[config.mk]
export PLATFORM = sky130hd
export DESIGN_NAME = csr_regfile
export DESIGN_NICKNAME = d
export VERILOG_FILES = /design/src/rtl/csr_pkg.sv /design/src/rtl/csr_timer.sv /design/src/rtl/csr_regfile.sv
export SDC_FILE = /design/constraint.sdc
export NUM_CORES = 1
export LEC_CHECK = 0
export ABC_CLOCK_PERIOD_IN_PS = 4300
export CAP_MARGIN = 5
export CORE_MARGIN = 5
export CORE_UTILIZATION = 35
export DETAILED_ROUTE_END_ITERATION = 8
export GPL_TIMING_DRIVEN = 0
export PLACE_DENSITY = 0.58
export SYNTH_ARGS = -nofsm -noshare
export SYNTH_HDL_FRONTEND = slang
export SYNTH_HIERARCHICAL = 1
export SYNTH_SLANG_ARGS = --single-unit
[constraint.sdc]
create_clock -name clk -period 4.3 [get_ports clk]
set_input_delay 0.645 -clock clk [delete_from_list [all_inputs] [get_ports clk]]
set_output_delay 0.645 -clock clk [all_outputs]
set_load 0.05 [all_outputs]
[src/rtl/csr_pkg.sv]
// Shared CSR definitions: addresses, field positions, writable masks and exception codes.
package csr_pkg;

    localparam logic [13:0] CSR_CRMD   = 14'h000;
    localparam logic [13:0] CSR_PRMD   = 14'h001;
    localparam logic [13:0] CSR_ECFG   = 14'h004;
    localparam logic [13:0] CSR_ESTAT  = 14'h005;
    localparam logic [13:0] CSR_ERA    = 14'h006;
    localparam logic [13:0] CSR_BADV   = 14'h007;
    localparam logic [13:0] CSR_EENTRY = 14'h00C;
    localparam logic [13:0] CSR_SAVE0  = 14'h030;
    localparam logic [13:0] CSR_SAVE1  = 14'h031;
    localparam logic [13:0] CSR_SAVE2  = 14'h032;
    localparam logic [13:0] CSR_SAVE3  = 14'h033;
    localparam logic [13:0] CSR_TID    = 14'h040;
    localparam logic [13:0] CSR_TCFG   = 14'h041;
    localparam logic [13:0] CSR_TVAL   = 14'h042;
    localparam logic [13:0] CSR_TICLR  = 14'h044;

    localparam int CRMD_IE      = 2;
    localparam int ESTAT_IS_TI  = 11;
    localparam int TCFG_EN      = 0;
    localparam int TCFG_PERIOD  = 1;
    localparam int TICLR_CLR    = 0;

    localparam logic [4:0]  CRMD_RESET  = 5'b01000;
    localparam logic [12:0] ECFG_WMASK  = 13'h1BFF;

    localparam logic [5:0] ECODE_INT = 6'h00;
    localparam logic [5:0] ECODE_ADE = 6'h08;
    localparam logic [5:0] ECODE_ALE = 6'h09;
    localparam logic [5:0] ECODE_SYS = 6'h0B;
    localparam logic [5:0] ECODE_BRK = 6'h0C;
    localparam logic [5:0] ECODE_INE = 6'h0D;

endpackage

[src/rtl/csr_timer.sv]
// Constant-frequency timer (TCFG/TVAL), its expiry pulse, and the free-running 64-bit counter.
module csr_timer
    import csr_pkg::*;
(
    input  logic        clk,
    input  logic        rstn,
    input  logic        tcfg_wr,
    input  logic [31:0] tcfg_new,
    output logic [31:0] tcfg,
    output logic [31:0] tval,
    output logic        ti_set,
    output logic [63:0] rdcntv
);

    logic [31:0] tcfg_q, tcfg_d;
    logic [31:0] tval_q, tval_d;
    logic [63:0] cnt_q, cnt_d;

    // A write to TCFG takes precedence over the running countdown in that cycle.
    always_comb begin
        tcfg_d = tcfg_q;
        tval_d = tval_q;
        ti_set = 1'b0;
        cnt_d  = cnt_q + 64'd1;
        if (tcfg_wr) begin
            tcfg_d = tcfg_new;
            if (tcfg_new[TCFG_EN]) begin
                tval_d = {tcfg_new[31:2], 2'b00};
            end
        end else if (tcfg_q[TCFG_EN]) begin
            if (tval_q != 32'd0) begin
                tval_d = tval_q - 32'd1;
                ti_set = (tval_q == 32'd1);
            end else if (tcfg_q[TCFG_PERIOD]) begin
                tval_d = {tcfg_q[31:2], 2'b00};
            end
        end
    end

    always_ff @(posedge clk) begin
        if (!rstn) begin
            tcfg_q <= 32'd0;
            tval_q <= 32'd0;
            cnt_q  <= 64'd0;
        end else begin
            tcfg_q <= tcfg_d;
            tval_q <= tval_d;
            cnt_q  <= cnt_d;
        end
    end

    assign tcfg   = tcfg_q;
    assign tval   = tval_q;
    assign rdcntv = cnt_q;

endmodule

[src/rtl/csr_regfile.sv]
// CSR register file: architectural CSRs, exception entry/return state and interrupt request.
module csr_regfile
    import csr_pkg::*;
(
    input  logic        clk,
    input  logic        rstn,
    input  logic [13:0] rd_addr,
    output logic [31:0] rd_data,
    input  logic [13:0] wb_csr_waddr,
    input  logic [31:0] wb_csr_we,
    input  logic [31:0] wb_csr_wdata,
    input  logic [6:0]  wb_ecode_in,
    input  logic        wb_ecode_we,
    input  logic [31:0] wb_badv_in,
    input  logic        wb_badv_we,
    input  logic [31:0] wb_era_in,
    input  logic        wb_era_we,
    input  logic        wb_store_state,
    input  logic        wb_restore_state,
    input  logic        wb_eentry_en,
    input  logic        wb_era_en,
    input  logic [7:0]  hw_int_in,
    output logic        interrupt,
    output logic [31:0] redirect_pc,
    output logic [1:0]  plv,
    output logic        ie,
    output logic [63:0] rdcntv,
    output logic [31:0] rdcntid
);

    logic [4:0]  crmd_q, crmd_d;
    logic [2:0]  prmd_q, prmd_d;
    logic [12:0] ecfg_q, ecfg_d;
    logic [1:0]  is_sw_q, is_sw_d;
    logic [7:0]  is_hw_q, is_hw_d;
    logic        is_ti_q, is_ti_d;
    logic [5:0]  ecode_q, ecode_d;
    logic        esub_q, esub_d;
    logic [31:0] era_q, era_d;
    logic [31:0] badv_q, badv_d;
    logic [25:0] eentry_q, eentry_d;
    logic [31:0] save_q [4];
    logic [31:0] save_d [4];
    logic [31:0] tid_q, tid_d;

    logic [31:0] tcfg, tval, wr_new;
    logic        ti_set, sw_wr, ticlr_hit;
    logic [12:0] is_all;

    function automatic logic [31:0] csr_view(input logic [13:0] a);
        case (a)
            CSR_CRMD:   csr_view = {27'b0, crmd_q};
            CSR_PRMD:   csr_view = {29'b0, prmd_q};
            CSR_ECFG:   csr_view = {19'b0, ecfg_q};
            CSR_ESTAT:  csr_view = {9'b0, esub_q, ecode_q, 4'b0, is_ti_q, 1'b0, is_hw_q, is_sw_q};
            CSR_ERA:    csr_view = era_q;
            CSR_BADV:   csr_view = badv_q;
            CSR_EENTRY: csr_view = {eentry_q, 6'b0};
            CSR_SAVE0:  csr_view = save_q[0];
            CSR_SAVE1:  csr_view = save_q[1];
            CSR_SAVE2:  csr_view = save_q[2];
            CSR_SAVE3:  csr_view = save_q[3];
            CSR_TID:    csr_view = tid_q;
            CSR_TCFG:   csr_view = tcfg;
            CSR_TVAL:   csr_view = tval;
            default:    csr_view = 32'd0;
        endcase
    endfunction

    assign sw_wr     = |wb_csr_we;
    assign wr_new    = (csr_view(wb_csr_waddr) & ~wb_csr_we) | (wb_csr_wdata & wb_csr_we);
    assign ticlr_hit = (wb_csr_waddr == CSR_TICLR) && wb_csr_we[TICLR_CLR] && wb_csr_wdata[TICLR_CLR];

    csr_timer u_timer (
        .clk      (clk),
        .rstn     (rstn),
        .tcfg_wr  (sw_wr && (wb_csr_waddr == CSR_TCFG)),
        .tcfg_new (wr_new),
        .tcfg     (tcfg),
        .tval     (tval),
        .ti_set   (ti_set),
        .rdcntv   (rdcntv)
    );

    // Software write first, then hardware updates overwrite the same fields.
    always_comb begin
        crmd_d   = crmd_q;
        prmd_d   = prmd_q;
        ecfg_d   = ecfg_q;
        is_sw_d  = is_sw_q;
        is_hw_d  = hw_int_in;
        is_ti_d  = is_ti_q;
        ecode_d  = ecode_q;
        esub_d   = esub_q;
        era_d    = era_q;
        badv_d   = badv_q;
        eentry_d = eentry_q;
        save_d   = save_q;
        tid_d    = tid_q;
        if (sw_wr) begin
            case (wb_csr_waddr)
                CSR_CRMD:   crmd_d    = wr_new[4:0];
                CSR_PRMD:   prmd_d    = wr_new[2:0];
                CSR_ECFG:   ecfg_d    = wr_new[12:0] & ECFG_WMASK;
                CSR_ESTAT:  is_sw_d   = wr_new[1:0];
                CSR_ERA:    era_d     = wr_new;
                CSR_BADV:   badv_d    = wr_new;
                CSR_EENTRY: eentry_d  = wr_new[31:6];
                CSR_SAVE0:  save_d[0] = wr_new;
                CSR_SAVE1:  save_d[1] = wr_new;
                CSR_SAVE2:  save_d[2] = wr_new;
                CSR_SAVE3:  save_d[3] = wr_new;
                CSR_TID:    tid_d     = wr_new;
                default:    ;
            endcase
        end
        if (wb_store_state) begin
            prmd_d      = crmd_q[2:0];
            crmd_d[2:0] = 3'b000;
        end else if (wb_restore_state) begin
            crmd_d[2:0] = prmd_q;
        end
        if (wb_ecode_we) begin
            {esub_d, ecode_d} = wb_ecode_in;
        end
        if (wb_badv_we) begin
            badv_d = wb_badv_in;
        end
        if (wb_era_we) begin
            era_d = wb_era_in;
        end
        if (ti_set) begin
            is_ti_d = 1'b1;
        end else if (ticlr_hit) begin
            is_ti_d = 1'b0;
        end
    end

    always_ff @(posedge clk) begin
        if (!rstn) begin
            crmd_q   <= CRMD_RESET;
            prmd_q   <= 3'd0;
            ecfg_q   <= 13'd0;
            is_sw_q  <= 2'd0;
            is_hw_q  <= 8'd0;
            is_ti_q  <= 1'b0;
            ecode_q  <= 6'd0;
            esub_q   <= 1'b0;
            era_q    <= 32'd0;
            badv_q   <= 32'd0;
            eentry_q <= 26'd0;
            save_q   <= '{default: 32'd0};
            tid_q    <= 32'd0;
        end else begin
            crmd_q   <= crmd_d;
            prmd_q   <= prmd_d;
            ecfg_q   <= ecfg_d;
            is_sw_q  <= is_sw_d;
            is_hw_q  <= is_hw_d;
            is_ti_q  <= is_ti_d;
            ecode_q  <= ecode_d;
            esub_q   <= esub_d;
            era_q    <= era_d;
            badv_q   <= badv_d;
            eentry_q <= eentry_d;
            save_q   <= save_d;
            tid_q    <= tid_d;
        end
    end

    assign is_all      = {1'b0, is_ti_q, 1'b0, is_hw_q, is_sw_q};
    assign interrupt   = crmd_q[CRMD_IE] & |(is_all & ecfg_q);
    assign rd_data     = csr_view(rd_addr);
    assign redirect_pc = wb_eentry_en ? {eentry_q, 6'b0} : (wb_era_en ? era_q : 32'd0);
    assign plv         = crmd_q[1:0];
    assign ie          = crmd_q[CRMD_IE];
    assign rdcntid     = tid_q;

endmodule

==> out/metrics.yaml <==
die_w_um: 267.5
io_buffers: 334
seqCellArea_um2: 8328
dr.first_iter.drc_count: 4440
drc: 0
ys_types: 105
wl_per_cell_um: 36.74
place_hpwl_um: 119200
path_clk_slew_ns: 0.06
firstDrtPassIters: 8
clock_skew_ns: 0.02619
outcome: "complete, but fails checks"
violations: "setup timing"
p_leak_uw: 0.01046
grt_pass1_vias: 25410
synth_top_flop_cell: "dfxtp_1"
rows: 94
gr-total-overflow: 0
worst_ep_required_time_ns: 4.78
multiInputGateArea_um2: 13960
antenna_left: 0
clockBufferDepth: 3
fin_crit_ns: 4.462
fillers: 6558
syn2layout_area_growth_pct: 28.81
wirelength_um: 151000
fin_ws_ns: -0.1617
placed_area_um2: 27710
yosys.area.top_type: "dfxtp_1"
path_class: "in -> reg"
slew_violations: 0
final.period_utilization: 1.038
core_um2: 65750
cts.sinks: 416
place_congestion: 1.044
tightest_slew_ns: 1.344
grt_max_degree: 15
routed_via_density: 6.700
syn_nets: 2988
vdd_drop_max_uv: 292.4
hold_buffers: 0
syn_inst: 2805
synth_area_leaders: "dfxtp_1 36%, o21ai_0 5.5%, nand2_1 4.8%, a21oi_1 4.2%, a22o_1 2.9%"
final_hold_viol_count: 0
rsz0062_at_grt: "true"
grt_pass1_wl_um: 204100
synth-edff-count: 0
power_density_nw_per_um2: 320.6
syn_avg_cell_area_um2: 8.276
hold_class: "reg -> reg"
setup_viol: 64
cts_buffers: 51
nets: 3385
async_reset_ff_frac: 0
max-slew-margin-rel: 0.1041
cp.arrival_ns: 4.95
start_util: 0.3531
yosysWarnings: 6
synth_area_um2: 23210
io_pins: 344
max_freq_mhz: 224.1
groute.usage.overall: 0.3987
dieArea_um2: 71580
ys_ff_latch: 416
fin_cells: 4109
max_cap_viol_count: 0
dp_cells: 4006
cts_tree: "yes"
htreeDepth: 2
clockRootBuffer: "clkbuf_16"
drive_gt1_frac: 0.1299
cp_max_fo: 10
antenna_found_initial: 8
finalInstanceArea_um2: 29900
start_kind: "input port"
vias: 27530
die_h_um: 267.5
insertion_delay_ns: 0.63
netlist.area_leader.share: 0.3588
end_kind: "flip-flop"
yosysSeqAreaShare: 0.3588
[flip-flops by register name (all words and copies together) (netlist names)]
name / count
badv_q: 32
crmd_q: 5
ecfg_q: 12
ecode_q: 6
eentry_q: 26
era_q: 32
esub_q: 1
is_hw_q: 8
is_sw_q: 2
is_ti_q: 1
prmd_q: 3
rdcntid: 32
save_q: 128
u_timer/rdcntv: 64
u_timer/tcfg: 32
u_timer/tval: 32
[logic make-up (layout without fill, tap and decap cells)]
| kind of cell | count (synthesis) | count (layout) | synth area share |
|---|---|---|---|
| other cells | 0 | 4 | 0 |
| compound gates | 994 | 994 | 0.2912 |
| buf+inv | 282 | 718 | 0.05336 |
| simple gates | 930 | 930 | 0.2122 |
| flops | 416 | 416 | 0.3588 |
| mux | 113 | 113 | 0.05762 |
| fa+ha+maj | 3 | 3 | 0.001617 |
| xor+xnor | 67 | 67 | 0.02528 |
[final cells by class]
| class | instances | share of cell area |
|---|---|---|
| multi-input cells | 2107 | 0.4667 |
| flip-flops and latches | 416 | 0.2785 |
| repair buffers | 346 | 0.1155 |
| clock buffers | 71 | 0.04925 |
| plain buffers | 221 | 0.03728 |
| well taps | 864 | 0.03615 |
| clock inverters | 21 | 0.008829 |
| inverters | 59 | 0.007406 |
| diodes | 4 | 0.0003347 |
[path summary, 6_finish.rpt]
check	startpoint	end	slack [ns]	cells after the start
setup reg to reg	u_timer/tval[1]	u_timer/tval[21]	0.92	9
hold / removal	save_q[23]	save_q[23]	0.46	2
setup / recovery	wb_csr_we[0]	u_timer/tcfg[20]	-0.16	12
hold reg to reg	save_q[23]	save_q[23]	0.46	2
[Yosys cell counts, types with 10 or more instances]
| library cell | instances |
|---|---|
| a31oi_1 | 22 |
| nor3_1 | 48 |
| and4_1 | 12 |
| o31ai_1 | 12 |
| nand4_1 | 48 |
| nor4_4 | 11 |
| o2bb2ai_1 | 65 |
| and2_1 | 27 |
| o22ai_1 | 19 |
| clkbuf_1 | 136 |
| a221oi_1 | 26 |
| mux2_2 | 35 |
| a21oi_1 | 197 |
| a222oi_1 | 38 |
| nand3_1 | 96 |
| buf_1 | 14 |
| xor2_1 | 38 |
| buf_4 | 13 |
| buf_2 | 51 |
| a211oi_1 | 14 |
| and3_1 | 38 |
| a221o_1 | 10 |
| o21ai_1 | 24 |
| a22o_1 | 78 |
| mux2i_1 | 65 |
| o21ai_0 | 256 |
| nand2_1 | 295 |
| xnor2_1 | 29 |
| mux4_2 | 13 |
| or3_1 | 22 |
| dfxtp_1 | 416 |
| inv_1 | 57 |
| o211ai_1 | 44 |
| a22oi_1 | 90 |
| nor4_1 | 34 |
| nor2_1 | 176 |
| nor2b_1 | 21 |
| nand2b_1 | 17 |
[cells in the final DEF, fill, tap and decap left out, types with 78 or more instances in the layout]
| cell | instances |
|---|---|
| dfxtp_1 | 416 |
| clkdlybuf4s50_1 | 302 |
| nand2_1 | 294 |
| o21ai_0 | 254 |
| a21oi_1 | 194 |
| nor2_1 | 163 |
| clkbuf_1 | 101 |
| nand3_1 | 93 |
| a22oi_1 | 87 |
| a22o_1 | 78 |
[critical path, stage by stage]
cell             delay, ns
clkdlybuf4s50_1       0.79
nor4_1                0.15
nand4_1               0.23
or2_4                 0.30
buf_2                 0.35
buf_2                 0.41
and2_2                0.44
clkbuf_2              0.35
clkbuf_2              0.38
clkdlybuf4s15_2       0.54
mux2i_1               0.26
nor2_1                0.05
[repair_timing]
item | in CTS | in global routing
setup buffers | 8 | 1
gates cloned | 0 | 0
gates resized for setup | 189 | 49
pin swaps | 4 | 6
setup endpoints to repair | 189 | 97
[per-layer routing]
| metal | track usage | share of wire | vias to the layer above |
|---|---|---|---|
| li1 | - | - | 11450 |
| met1 | 0.5429 | 0.40 | 13440 |
| met2 | 0.5994 | 0.42 | 2184 |
| met3 | 0.09628 | 0.12 | 450 |
| met4 | 0.1819 | 0.057 | 4 |
| met5 | 0 | 0.00019 | - |
[where the power goes]
| part | total (uW) | switching (uW) | internal [uW] |
|---|---|---|---|
| combinational | 1050 | 708 | 345 |
| sequential | 3980 | 77.3 | 3910 |
| clock | 4550 | 1900 | 2640 |
| total | 9590 | 2690 | 6900 |
[stage by stage]
stage	worst slack (ns)	util	hold slack, ns	total power, uW	setup TNS (ns)
after global routing	-0.03270	0.4547	0.4984	9775	-0.1617
after CTS	-0.01652	0.4532	0.4655	9546	-0.01652
final	-0.1617	0.4548	0.4633	9586	-4.238
after global placement	-3.141	0.4204	0.4508	5045	-536.66
after floorplan	0.7086	-	0.4387	4471	0
after detailed placement	-2.087	0.4215	0.4573	5046	-286.38
Power figures use the tool's default switching activity.
